`src/rtl/ulpi_reg_arbiter_pkg.sv`:
```
// rtl/ulpi_reg_arbiter_pkg.sv - shared state encodings, ULPI register map and sizing helper
package ulpi_reg_arbiter_pkg;

  typedef enum logic [2:0] {
    ST_IDLE    = 3'd0,
    ST_ISSUE   = 3'd1,
    ST_WAIT    = 3'd2,
    ST_GAP     = 3'd3,
    ST_RESPOND = 3'd4
  } arb_state_t;

  localparam logic [5:0] ULPI_FUN_CTRL = 6'h04;
  localparam logic [5:0] ULPI_OTG_CTRL = 6'h0A;
  localparam logic [5:0] ULPI_SCRATCH  = 6'h16;
  localparam int         REG_MAP_SIZE  = 6;

  // Counter width able to hold max_val, never narrower than one bit.
  function automatic int cnt_width(input int max_val);
    return (max_val < 1) ? 1 : $clog2(max_val + 1);
  endfunction

endpackage

```
`src/rtl/ulpi_rr_pick.sv`:
```
// rtl/ulpi_rr_pick.sv - combinational round-robin picker: first set request at or after ptr
module ulpi_rr_pick #(
  parameter int NREQ = 3,
  parameter int PW   = $clog2(NREQ)
) (
  input  logic [NREQ-1:0] req,
  input  logic [PW-1:0]   ptr,
  output logic [NREQ-1:0] onehot,
  output logic [PW-1:0]   idx,
  output logic            valid
);

  int j;

  always_comb begin
    onehot = '0;
    idx    = '0;
    valid  = 1'b0;
    j      = 0;
    for (int k = 0; k < NREQ; k++) begin
      j = (int'(ptr) + k) % NREQ;
      if (!valid && req[j]) begin
        valid     = 1'b1;
        idx       = PW'(j);
        onehot[j] = 1'b1;
      end
    end
  end

endmodule

```
`src/rtl/ulpi_reg_arbiter.sv`:
```
// rtl/ulpi_reg_arbiter.sv - round-robin arbiter sharing the ULPI register port among NREQ requesters
module ulpi_reg_arbiter
  import ulpi_reg_arbiter_pkg::*;
#(
  parameter int NREQ        = 3,
  parameter int MAX_RETRY   = 3,
  parameter int TIMEOUT_CYC = 255,
  parameter int RETRY_GAP   = 16
) (
  input  logic              CLK_60M,
  input  logic              RST_USB,
  input  logic [NREQ-1:0]   REQ_EN,
  input  logic [NREQ-1:0]   REQ_RW,
  input  logic [6*NREQ-1:0] REQ_ADDR,
  input  logic [8*NREQ-1:0] REQ_DATA_I,
  output logic [NREQ-1:0]   REQ_DONE,
  output logic [NREQ-1:0]   REQ_FAIL,
  output logic [7:0]        REQ_DATA_O,
  output logic [NREQ-1:0]   GRANT,
  output logic              BUSY,
  output logic [2:0]        ST,
  output logic              REG_EN,
  output logic              REG_RW,
  output logic [5:0]        REG_ADDR,
  output logic [7:0]        REG_DATA_I,
  input  logic [7:0]        REG_DATA_O,
  input  logic              REG_DONE,
  input  logic              REG_FAIL,
  input  logic              READY
);

  localparam int PW   = $clog2(NREQ);
  localparam int RW_W = cnt_width(MAX_RETRY);
  localparam int TW   = cnt_width(TIMEOUT_CYC);
  localparam int GW   = cnt_width(RETRY_GAP);

  localparam logic [RW_W-1:0] RETRY_MAX = RW_W'(MAX_RETRY);
  localparam logic [TW-1:0]   TMO_LAST  = TW'(TIMEOUT_CYC);
  localparam logic [GW-1:0]   GAP_LAST  = GW'(RETRY_GAP - 1);
  localparam logic [PW-1:0]   PTR_LAST  = PW'(NREQ - 1);

  arb_state_t      state, next_state;
  logic [PW-1:0]   rr_ptr;
  logic [PW-1:0]   g_idx;
  logic [RW_W-1:0] retry_cnt;
  logic [TW-1:0]   tmo_cnt;
  logic [GW-1:0]   gap_cnt;

  logic [NREQ-1:0] pick_onehot;
  logic [PW-1:0]   pick_idx;
  logic            pick_valid;

  logic            resp_ok;
  logic            retry_inc;

  ulpi_rr_pick #(
    .NREQ (NREQ),
    .PW   (PW)
  ) u_pick (
    .req    (REQ_EN),
    .ptr    (rr_ptr),
    .onehot (pick_onehot),
    .idx    (pick_idx),
    .valid  (pick_valid)
  );

  always_comb begin
    next_state = state;
    resp_ok    = 1'b0;
    retry_inc  = 1'b0;
    case (state)
      ST_IDLE: begin
        if (READY && pick_valid) next_state = ST_ISSUE;
      end
      ST_ISSUE: begin
        next_state = READY ? ST_WAIT : ST_RESPOND;
      end
      ST_WAIT: begin
        // A completed transfer is reported as such even if FAIL or READY loss arrives with it.
        if (REG_DONE) begin
          next_state = ST_RESPOND;
          resp_ok    = 1'b1;
        end else if (!READY) begin
          next_state = ST_RESPOND;
        end else if (REG_FAIL || (tmo_cnt == TMO_LAST)) begin
          if (retry_cnt < RETRY_MAX) begin
            next_state = ST_GAP;
            retry_inc  = 1'b1;
          end else begin
            next_state = ST_RESPOND;
          end
        end
      end
      ST_GAP: begin
        if (!READY)                   next_state = ST_RESPOND;
        else if (gap_cnt == GAP_LAST) next_state = ST_ISSUE;
      end
      ST_RESPOND: begin
        next_state = ST_IDLE;
      end
      default: begin
        next_state = ST_IDLE;
      end
    endcase
  end

  always_ff @(posedge CLK_60M) begin
    if (RST_USB) begin
      state      <= ST_IDLE;
      ST         <= 3'd0;
      BUSY       <= 1'b0;
      GRANT      <= '0;
      REQ_DONE   <= '0;
      REQ_FAIL   <= '0;
      REQ_DATA_O <= '0;
      REG_EN     <= 1'b0;
      REG_RW     <= 1'b0;
      REG_ADDR   <= '0;
      REG_DATA_I <= '0;
      rr_ptr     <= '0;
      g_idx      <= '0;
      retry_cnt  <= '0;
      tmo_cnt    <= '0;
      gap_cnt    <= '0;
    end else begin
      state    <= next_state;
      ST       <= next_state;
      BUSY     <= (next_state != ST_IDLE);
      REG_EN   <= (next_state == ST_ISSUE);
      REQ_DONE <= '0;
      REQ_FAIL <= '0;

      if ((next_state == ST_RESPOND) && (state != ST_RESPOND)) begin
        if (resp_ok) REQ_DONE <= GRANT;
        else         REQ_FAIL <= GRANT;
      end

      case (state)
        ST_IDLE: begin
          if (next_state == ST_ISSUE) begin
            GRANT      <= pick_onehot;
            g_idx      <= pick_idx;
            REG_RW     <= REQ_RW[pick_idx];
            REG_ADDR   <= REQ_ADDR[int'(pick_idx)*6 +: 6];
            REG_DATA_I <= REQ_DATA_I[int'(pick_idx)*8 +: 8];
            retry_cnt  <= '0;
          end
        end
        ST_ISSUE: begin
          tmo_cnt <= '0;
        end
        ST_WAIT: begin
          gap_cnt <= '0;
          if (tmo_cnt != TMO_LAST) tmo_cnt <= tmo_cnt + 1'b1;
          if (retry_inc)           retry_cnt <= retry_cnt + 1'b1;
          if (REG_DONE && !REG_RW) REQ_DATA_O <= REG_DATA_O;
        end
        ST_GAP: begin
          if (gap_cnt != GAP_LAST) gap_cnt <= gap_cnt + 1'b1;
        end
        ST_RESPOND: begin
          GRANT      <= '0;
          rr_ptr     <= (g_idx == PTR_LAST) ? '0 : g_idx + 1'b1;
          REG_RW     <= 1'b0;
          REG_ADDR   <= '0;
          REG_DATA_I <= '0;
        end
        default: begin
          GRANT <= '0;
        end
      endcase
    end
  end

endmodule

```
`config.mk`:
```
export PLATFORM = sky130hd
export DESIGN_NAME = ulpi_reg_arbiter
export DESIGN_NICKNAME = d
export VERILOG_FILES = /design/src/rtl/ulpi_reg_arbiter_pkg.sv /design/src/rtl/ulpi_rr_pick.sv /design/src/rtl/ulpi_reg_arbiter.sv
export SDC_FILE = /design/constraint.sdc
export NUM_CORES = 1
export LEC_CHECK = 0
export CORE_MARGIN = 1
export CORE_UTILIZATION = 47
export CTS_CLUSTER_SIZE = 8
export DETAILED_ROUTE_END_ITERATION = 12
export GPL_ROUTABILITY_DRIVEN = 0
export GPL_TIMING_DRIVEN = 0
export PLACE_DENSITY = 0.91
export SLEW_MARGIN = 20
export SYNTH_ARGS = -nofsm -noshare
export SYNTH_HDL_FRONTEND = slang
export SYNTH_SLANG_ARGS = --single-unit
```
`constraint.sdc`:
```
create_clock -name CLK_60M -period 4.21 [get_ports CLK_60M]
set_clock_uncertainty 0.05 [all_clocks]
set_input_delay 1.263 -clock CLK_60M [delete_from_list [all_inputs] [get_ports CLK_60M]]
set_output_delay 1.263 -clock CLK_60M [all_outputs]
set_load 0.02 [all_outputs]
```
# Word-level counts from Yosys, hierarchy flattened
# Cells that the tools add are included.
op_classes:
  n_addsub: 6
  multipliers: 1
  div: 3
  order_cmp: 8
  eq_ne: 16
  n_shift: 2
  n_mux: 58
  bitwise_logic: 5
  reduce_logical: 28
op_table:
  columns: ["cell", "n"]
  rows:
  - ["$ge 32x1->1 const B", 3]
  - ["$lt 32x4->1 const B", 3]
  - ["$mod 32x3->32 const B", 2]
  - ["$mux 3", 12]
  - ["$mod 3x3->32 const B", 1]
  - ["$pmux 8 s2", 2]
  - ["$shiftx 24x6->8", 1]
  - ["$mux 1", 21]
  - ["$shiftx 18x6->6", 1]
  - ["$mux 8", 2]
  - ["$mux 2", 6]
  - ["$pmux 3 s4", 1]
  - ["$pmux 6 s2", 1]
  - ["$reduce_and 2->1", 6]
  - ["$pmux 5 s2", 1]
  - ["$reduce_or 3->1", 3]
  - ["$add 8x1->8 const B", 1]
  - ["$bmux 1 s2", 4]
  - ["$eq 8x8->1 const B", 1]
  - ["$logic_and 1x1->1", 8]
  - ["$ne 2x2->1 const B", 4]
  - ["$ne 8x8->1 const B", 1]
  - ["$reduce_bool 2->1", 4]
  - ["$demux 1 s2", 3]
  - ["other kinds (26)", 35]
word_totals:
  register_bits: 56
  inputBits: 61
  output_inout_bits: 37
  wordCells: 142

# Logic depth before layout (Yosys ltp)
# Gate-level depths: netlist of run 1.
depth:
  depth_word: 18
  mapped_depth: 11
  depth_no_buf: 8

# Cells and area by module
# From an unflattened synthesis of run 1, not the netlist that was laid out.
unflattened:
  hier_cells: 359
  hier_area_um2: 3061.7
by_module_without_submodules:
  columns: ["module", "instances", "cells_per_inst", "area_per_inst_um2", "seq_area_each_um2"]
  rows:
  - ["ulpi_reg_arbiter", 1, 307, 2680.1, 1121.1]
  - ["ulpi_rr_pick", 1, 52, 381.6, 0.0]

# Least setup slack after synthesis of run 1
# OpenSTA, ideal clock, no wires.
synth_timing:
  path_kind: "input port to flip-flop"
  start: "in REQ_EN[1]"
  end: "reg REG_RW"
  setup_ns: 0.121
  arrival_ns: 2.665
  t_required_ns: 4.039
  path_slack_ns: 1.374
  path_stages: 9
  n_path_buf: 3
  path_cell_list: "buf_2 > a22o_1 > o21ai_2 > a31oi_4 > and2_4 > buf_6 > buf_6 > a32oi_1 > o21ai_2"
synth_via:
  elab_chain_len: 16
  word_cells_on_any_way: 29
  cone_classes: "2 x eq/ne; 21 x mux; 6 x reduce/logical"
synth_lines:
  columns: ["item", "line", "source"]
  rows:
  - ["from (decl)", "ulpi_reg_arbiter.sv:12", "input logic [NREQ-1:0] REQ_EN,"]
  - ["$bmux 1 s2", "ulpi_rr_pick.sv:22", "if (!valid && req[j]) begin"]
  - ["$mux 1 (implied by the code) (2 in a row)", "ulpi_rr_pick.sv:22", null]
  - ["$mux 1", "ulpi_rr_pick.sv:22", null]
  - ["$logic_not 1->1", "ulpi_rr_pick.sv:22", null]
  - ["$logic_and 1x1->1", "ulpi_rr_pick.sv:22", null]
  - ["$mux 1", "ulpi_rr_pick.sv:22", null]
  - ["$logic_not 1->1", "ulpi_rr_pick.sv:22", null]
  - ["$logic_and 1x1->1", "ulpi_rr_pick.sv:22", null]
  - ["$mux 1", "ulpi_rr_pick.sv:22", null]
  - ["$logic_and 1x1->1", "ulpi_reg_arbiter.sv:73", "if (READY && pick_valid) next_state = ST_ISSUE;"]
  - ["$mux 3", "ulpi_reg_arbiter.sv:73", null]
  - ["$pmux 3 s4", "ulpi_reg_arbiter.sv:71", "case (state)"]
  - ["$eq 3x1->1", "ulpi_reg_arbiter.sv:140", "if (next_state == ST_ISSUE) begin"]
  - ["$ne 2x2->1 (no line)", null, null]
  - ["$reduce_and 2->1 (no line)", null, null]
  - ["to (signal assigned)", "ulpi_reg_arbiter.sv:143", "REG_RW <= REQ_RW[pick_idx];"]
  - ["to (decl)", "ulpi_reg_arbiter.sv:23", "output logic REG_RW,"]
# Several ways; a longest one is shown, not always the timed one. The select of a mux whose other input is x is not followed.
# A chain may end at the register's enable or synchronous reset.

# Worst setup path in the final report of run 1
layout_timing:
  start: "in REQ_EN[2]"
  end: "reg REG_DATA_I[7]"
layout_via:
  elab_chain_len: 16
  word_cells_on_any_way: 28
  cone_classes: "2 x eq/ne; 1 x shift; 19 x mux; 6 x reduce/logical"
layout_lines:
  columns: ["item", "line", "source"]
  rows:
  - ["$bmux 1 s2", "ulpi_rr_pick.sv:22", null]
  - ["$mux 1 (implied by the code) (2 in a row)", "ulpi_rr_pick.sv:22", null]
  - ["$mux 1", "ulpi_rr_pick.sv:22", null]
  - ["$logic_not 1->1", "ulpi_rr_pick.sv:22", null]
  - ["$logic_and 1x1->1", "ulpi_rr_pick.sv:22", null]
  - ["$mux 1", "ulpi_rr_pick.sv:22", null]
  - ["$logic_not 1->1", "ulpi_rr_pick.sv:22", null]
  - ["$logic_and 1x1->1", "ulpi_rr_pick.sv:22", null]
  - ["$mux 1", "ulpi_rr_pick.sv:22", null]
  - ["$logic_and 1x1->1", "ulpi_reg_arbiter.sv:73", null]
  - ["$mux 3", "ulpi_reg_arbiter.sv:73", null]
  - ["$pmux 3 s4", "ulpi_reg_arbiter.sv:71", null]
  - ["$eq 3x1->1", "ulpi_reg_arbiter.sv:140", null]
  - ["$ne 2x2->1 (no line)", null, null]
  - ["$reduce_and 2->1 (no line)", null, null]
  - ["to (signal assigned)", "ulpi_reg_arbiter.sv:145", "REG_DATA_I <= REQ_DATA_I[int'(pick_idx)*8 +: 8];"]
  - ["to (decl)", "ulpi_reg_arbiter.sv:25", "output logic [7:0] REG_DATA_I,"]
# Several ways; a longest one is shown, not always the timed one. The select of a mux whose other input is x is not followed.

==> impl_metrics.yaml, run 1 <==
global_routing:
  grt_max_degree: 19
  first_global_vias: 2724
  grt_usage: 0.234
  grt-ovfl-total: 0
  grt_pass1_wl_um: 11900
  antenna_found_initial: 0
route:
  wl_per_cell_um: 14.1
  drc: 0
  num_vias: 2757
  viasPerCell: 5.54
  drt-total-wl_um: 7010
  drt-initial-drc-count: 116
  ant_nets: 0
  drt-pass1-iter-count: 4
synth:
  yosysWarnings: 0
  synth_top_area_cell: "dfxtp_1"
  synthArstFlopShare: 0
  synth_nets: 389
  ys_ff_latch: 56
  synth_top_area_frac: 0.391
  synth_area_um2: 2870
  yosysUniqueCellTypes: 54
  synth.area.top_cells: "dfxtp_1, mux2i_1, a32oi_1"
  seq_area_frac_synth: 0.391
  syn_inst: 320
  synthTopCellsByCount: "dfxtp_1, nor2_1, nand2_1"
  synth-edff-count: 0
  ys.flop_type: "dfxtp_1"
  synthMostInstantiatedCell: "dfxtp_1"
  syn_area_per_cell_um2: 8.97
sta:
  tightestPinTransition_ns: 0.711
  timing.fmax_ghz: 0.313
  hold_viol: 0
  holdWs_ns: 0.432
  rsz0062_at_grt: "false"
  finalCriticalPeriod_ns: 3.20
  setup_tns_ns: 0
  setup_viol: 0
  slew_viol_final: 0
  slew_headroom: 0.523
  min_period_over_period: 0.760
clock_tree:
  clock_sinks: 56
  cts_tree: "built"
  cts.clk_slew.worst_paths_ns: 0.11
  clock_latency_ns: 0.31
  postCtsHoldBufs: 0
  h-tree-depth: 2
  clockBufferDepth: 2
  cts_resized: 0
  numCtsBuffers: 5
  cts-root-buf: "clkbuf_8"
  cts_setup_buffers: 0
die:
  die_x_um: 80.1
  start_util: 0.485
  rows: 28
  fp.dieH_um: 80.1
  core_um2: 5920
  io_pins: 98
  die_area_um2: 6420
layout:
  drive_above_1_share: 0.0780
  area_growth_pct: 40.4
  nets: 491
  diodes: 0
  fillers: 482
worst_hold_path:
  min-delay-start: "REG_DATA_I[2]"
  min_path_type: "register to register"
setup_path:
  start_kind: "primary input"
  r2r-start: "rr_ptr[0]"
  critPathKind: "primary input to register"
  critical_path_required_ns: 4.41
  path_max_fanout: 10
  timing.critical_path.from: "REQ_EN[2]"
  end_kind: "register"
  critPathArrivalTime_ns: 3.40
power:
  powerDensity_nw_per_um2: 307
  p_leak_uw: 0.00147
  vdd_drop_max_mv: 0.172
run:
  cap_viol_max_count: 0
placement:
  place_hpwl_um: 5390
  port_buffers: 95
outcome:
  outcome: "completed"
[logic make-up after synthesis]
family	share of synthesized area
AOI/OAI and AO/OA	0.220
xor gates and xnor gates	0.0183
adders and majority gates	0.0349
buffers and inverters	0.0493
DFF	0.391
muxes	0.0807
and+or+nand+nor	0.206
[final cells by class]
type	instances	area (um2)	share of cell area
flip-flops and latches	56	1120	0.278
repair buffers	95	951	0.236
clock inverters	3	46.3	0.0115
plain buffers	17	123	0.0304
clock buffers	5	68.8	0.0171
well taps	75	93.8	0.0233
inverters	5	18.8	0.00466
multi-input cells	242	1610	0.399
[final timing paths]
kind	endpoint	slack [ns]	cells after the start
setup / recovery	REG_DATA_I[7]	1.01	8
hold reg to reg	REG_DATA_I[2]	0.43	2
setup reg to reg	REG_ADDR[2]	1.68	10
hold / removal	REG_DATA_I[2]	0.43	2
[report_power, final]
group / switching [uW] / total [uW] / internal, uW
Combinational: 149 / 305 / 156
Sequential: 16.3 / 572 / 556
Clock: 179 / 359 / 179
Total: 345 / 1240 / 891
[sequential cells by signal (all words and copies together), names as in the netlist]
name        cells
REQ_DATA_O      8
BUSY            1
REQ_FAIL        3
g_idx           2
REG_RW          1
state           3
REG_ADDR        6
gap_cnt         5
REQ_DONE        3
GRANT           3
tmo_cnt         8
REG_DATA_I      8
REG_EN          1
retry_cnt       2
rr_ptr          2
[placed cells by master (no fill, tap or decap), types with 2 or more instances in the layout]
cell             Yosys  routed
o21ai_1              9       9
o22ai_1              2       2
nand3_1              3       3
mux2i_1             22      22
clkdlybuf4s50_1      0      95
nand2b_1             3       3
dfxtp_1             56      56
nand4_1              7       7
or3_1                2       2
o21ai_0             21      21
nor2_1              32      32
inv_1                5       5
o31ai_1              4       4
and3_1               2       2
nor3_1               6       6
a32oi_1             15      15
a22oi_1              2       2
buf_6                7       7
and2_1               8       8
clkbuf_1             5       5
and2b_1              5       5
o21bai_1             2       2
nor2b_1              3       3
clkbuf_8             0       5
nor3b_1              3       3
o21ai_2              2       2
ha_1                 8       8
a22o_1               2       2
nand2_1             27      27
buf_2                5       5
xor2_1               6       6
a21boi_0             2       2
or2_1                2       2
a21oi_1             20      20
[per-stage QoR]
step	instances	util	total power [uW]	worst slack, ns	area (um2)
2_1_floorplan	320	-	751	1.37	2870
3_3_place_gp	490	0.661	880	0.771	3910
3_5_place_dp	490	0.661	887	0.717	3910
4_1_cts	498	0.680	1240	1.03	4030
5_1_grt	498	0.680	1290	0.895	4030
6_report	498	0.680	1240	1.01	4030
[worst max-delay path: stages]
cell	delay, ns
clkdlybuf4s50_1	0.51
a22o_1	0.28
o21ai_2	0.26
a31oi_4	0.17
nor3_2	0.42
buf_2	0.31
a32oi_1	0.08
o21ai_1	0.10
[layer usage]
metal,global-route usage,routed length [um]
met5,0,0
met2,0.414,3420
met1,0.271,2970
met3,0.0591,477
met4,0.0893,139
(Power assumes the default switching activity.)
==> run 2: changes to the inputs <==
CORE_UTILIZATION = 41   (was 47)
PLACE_DENSITY = 0.85   (was 0.91)
clock period = 2.9 ns   (was 4.21 ns; I/O delays follow)
==> run 2 against run 1 <==
Core utilization shrank 8.2 points. Global-route usage shrank 3.7 points. Worst hold slack improved by 0.0055 ns. Critical endpoint is now REG_ADDR[1]. Largest cell class unchanged. Largest power group unchanged.
==> impl_metrics.yaml, run 2 (same netlist as run 1, synthesis figures left out) <==
outcome:
  outcome: "completed"
route:
  viasPerCell: 5.24
  wl_per_cell_um: 13.2
  ant_nets: 0
  drt-total-wl_um: 6840
  num_vias: 2719
  drt-initial-drc-count: 108
  drt-pass1-iter-count: 4
  drc: 0
layout:
  nets: 491
  fin_util: 0.598
  diodes: 0
  area_growth_pct: 41.6
  fillers: 615
  multi_input_area_um2: 1620
  biggestRegsByFlops: "REG_DATA_I: 8 flops, REQ_DATA_O: 8 flops, tmo_cnt: 8 flops"
  final_cell_mix: "clkdlybuf4s50_1, dfxtp_1, nor2_1, nand2_1, mux2i_1"
  final_common_cell: "clkdlybuf4s50_1"
  drive_above_1_share: 0.0804
  final_cell_area_um2: 4060
  ff_latch_area_um2: 1120
setup_path:
  path_max_fanout: 10
  critPathArrivalTime_ns: 2.87
  cp.depth: 9
  cp.buffers_inverters: 3
  r2r_cells: 10
  r2r_end: "REG_DATA_I[7]"
  crit_end: "REG_ADDR[1]"
  critPathKind: "primary input to register"
  r2r_slack_ns: 0.33
  crit_top_cell: "buf_6"
  timing.critical_path.from: "REQ_EN[2]"
  critical_path_required_ns: 3.05
  end_kind: "register"
  max_stage_delay_ns: 0.59
  crit_chain: "clkdlybuf4s50_1 > mux2i_1 > or2_2 > a221oi_2 > or2_1 > buf_6 > nand2b_4 > buf_6 > o21ai_1"
  start_kind: "primary input"
  slowest_stage: "clkdlybuf4s50_1"
  r2r-start: "rr_ptr[0]"
  cp_top_family: "buffers and inverters"
sta:
  min_period_over_period: 0.939
  timing.fmax_ghz: 0.367
  slew_viol_final: 0
  hold_viol: 0
  holdWs_ns: 0.438
  finalCriticalPeriod_ns: 2.72
  setup_viol: 0
  tightestPinTransition_ns: 0.624
  slew_headroom: 0.583
  rsz0062_at_grt: "false"
  setup_tns_ns: 0
run:
  cap_viol_max_count: 0
placement:
  place_hpwl_um: 5380
  port_buffers: 95
  post_dp_cell_area_um2: 3940
clock_tree:
  clockBufferDepth: 2
  h-tree-depth: 2
  cts_setup_buffers: 0
  postCtsHoldBufs: 0
  cts-root-buf: "clkbuf_8"
  cts_resized: 0
  cts.clk_slew.worst_paths_ns: 0.09
  cts_tree: "built"
  clock_sinks: 56
  numCtsBuffers: 5
  clock_latency_ns: 0.30
die:
  io_pins: 98
  fp.dieH_um: 85.7
  rows: 30
  core_um2: 6790
  start_util: 0.422
  die_area_um2: 7340
  die_x_um: 85.7
worst_hold_path:
  min_path_type: "register to register"
global_routing:
  grt_usage: 0.198
  grt_pass1_wl_um: 11900
  first_global_vias: 2737
  grt_max_degree: 18
  antenna_found_initial: 0
  grt-ovfl-total: 0
power:
  vdd_drop_max_mv: 0.212
  p_leak_uw: 0.00147
  p_total_uw: 1780
  powerDensity_nw_per_um2: 438
-- run 2: changes by cell type in the layout (fill, tap and decap cells not counted), sizes merged --
cell / previous run / this run
clkinv: 0 / 1
inv: 6 / 5
-- run 2: worst min-delay path by stage --
| stage | from | to | slack [ns] | cells after the start |
|---|---|---|---|---|
| detailed placement | REG_DATA_I[3] | REG_DATA_I[3] | 0.42 | 2 |
| global route | REQ_DATA_O[4] | REQ_DATA_O[4] | 0.46 | 2 |
| CTS | REQ_DATA_O[2] | REQ_DATA_O[2] | 0.44 | 2 |
| global placement | REG_DATA_I[4] | REG_DATA_I[4] | 0.40 | 2 |
| floorplan | tmo_cnt[1] | tmo_cnt[1] | 0.40 | 2 |
| finish | REQ_DATA_O[2] | REQ_DATA_O[2] | 0.44 | 2 |
-- run 2: power breakdown --
group	switching (uW)	internal, uW	total, uW	leakage, uW
Clock	249	256	504	0.0000541
Combinational	217	228	446	0.000962
Sequential	22.1	807	829	0.000455
Total	488	1290	1780	0.00147
-- run 2: through the flow --
step | setup WS, ns | instances
finish | 0.178 | 519
global route | 0.0728 | 519
CTS | 0.0757 | 519
detailed placement | -0.254 | 511
global placement | -0.130 | 511
floorplan | 0.457 | 320
-- run 2: worst register-to-register path, delay by kind of cell (launching register included) --
kind	cells	cell delay, ns
buffers and inverters	3	0.48
and+or+nand+nor	3	0.81
adders and majority gates	1	0.30
AOI/OAI and AO/OA	2	0.20
muxes	1	0.22
DFF	1	0.40
-- run 2: routing by layer --
metal  global-route usage  vias up  wire length (um)
met4               0.0409        0                24
met1                0.224     1262              2860
met5                    0        -                 0
met3               0.0606        2               467
li1                     -     1371                 -
met2                0.364       84              3490
-- run 2: cell type report --
class                           instances  area share
Clock buffer                            5      0.0169
Timing Repair Buffer                   95       0.234
Tap cell                               96      0.0296
Sequential cell                        56       0.276
Multi-Input combinational cell        242       0.398
Buffer                                 17      0.0302
Inverter                                5     0.00462
Clock inverter                          3      0.0105
==> run 3: changes to the inputs <==
--- a/config.mk
+++ b/config.mk
@@ -7,10 +7,10 @@
 export LEC_CHECK = 0
 export CORE_MARGIN = 1
-export CORE_UTILIZATION = 41
+export CORE_UTILIZATION = 47
 export CTS_CLUSTER_SIZE = 8
 export DETAILED_ROUTE_END_ITERATION = 12
 export GPL_ROUTABILITY_DRIVEN = 0
 export GPL_TIMING_DRIVEN = 0
-export PLACE_DENSITY = 0.85
+export PLACE_DENSITY = 0.91
 export SLEW_MARGIN = 20
 export SYNTH_ARGS = -nofsm -noshare
==> constraint.sdc (replaced) <==
create_clock -name CLK_60M -period 3.3 [get_ports CLK_60M]
set_clock_uncertainty 0.05 [all_clocks]
set_input_delay 0.825 -clock CLK_60M [delete_from_list [all_inputs] [get_ports CLK_60M]]
set_output_delay 0.825 -clock CLK_60M [all_outputs]
set_load 0.02 [all_outputs]
==> results of run 3 <==
Same layout as run 1 (identical final DEF). Status: completed.
Main changes from that run: setup slack after placement 0.717 ns -> 0.245 ns; setup slack after layout 1.01 ns -> 0.538 ns; register-to-register setup slack 1.68 ns -> 0.77 ns; total power 1240 uW -> 1580 uW; worst IR drop on VDD 0.172 mV -> 0.220 mV
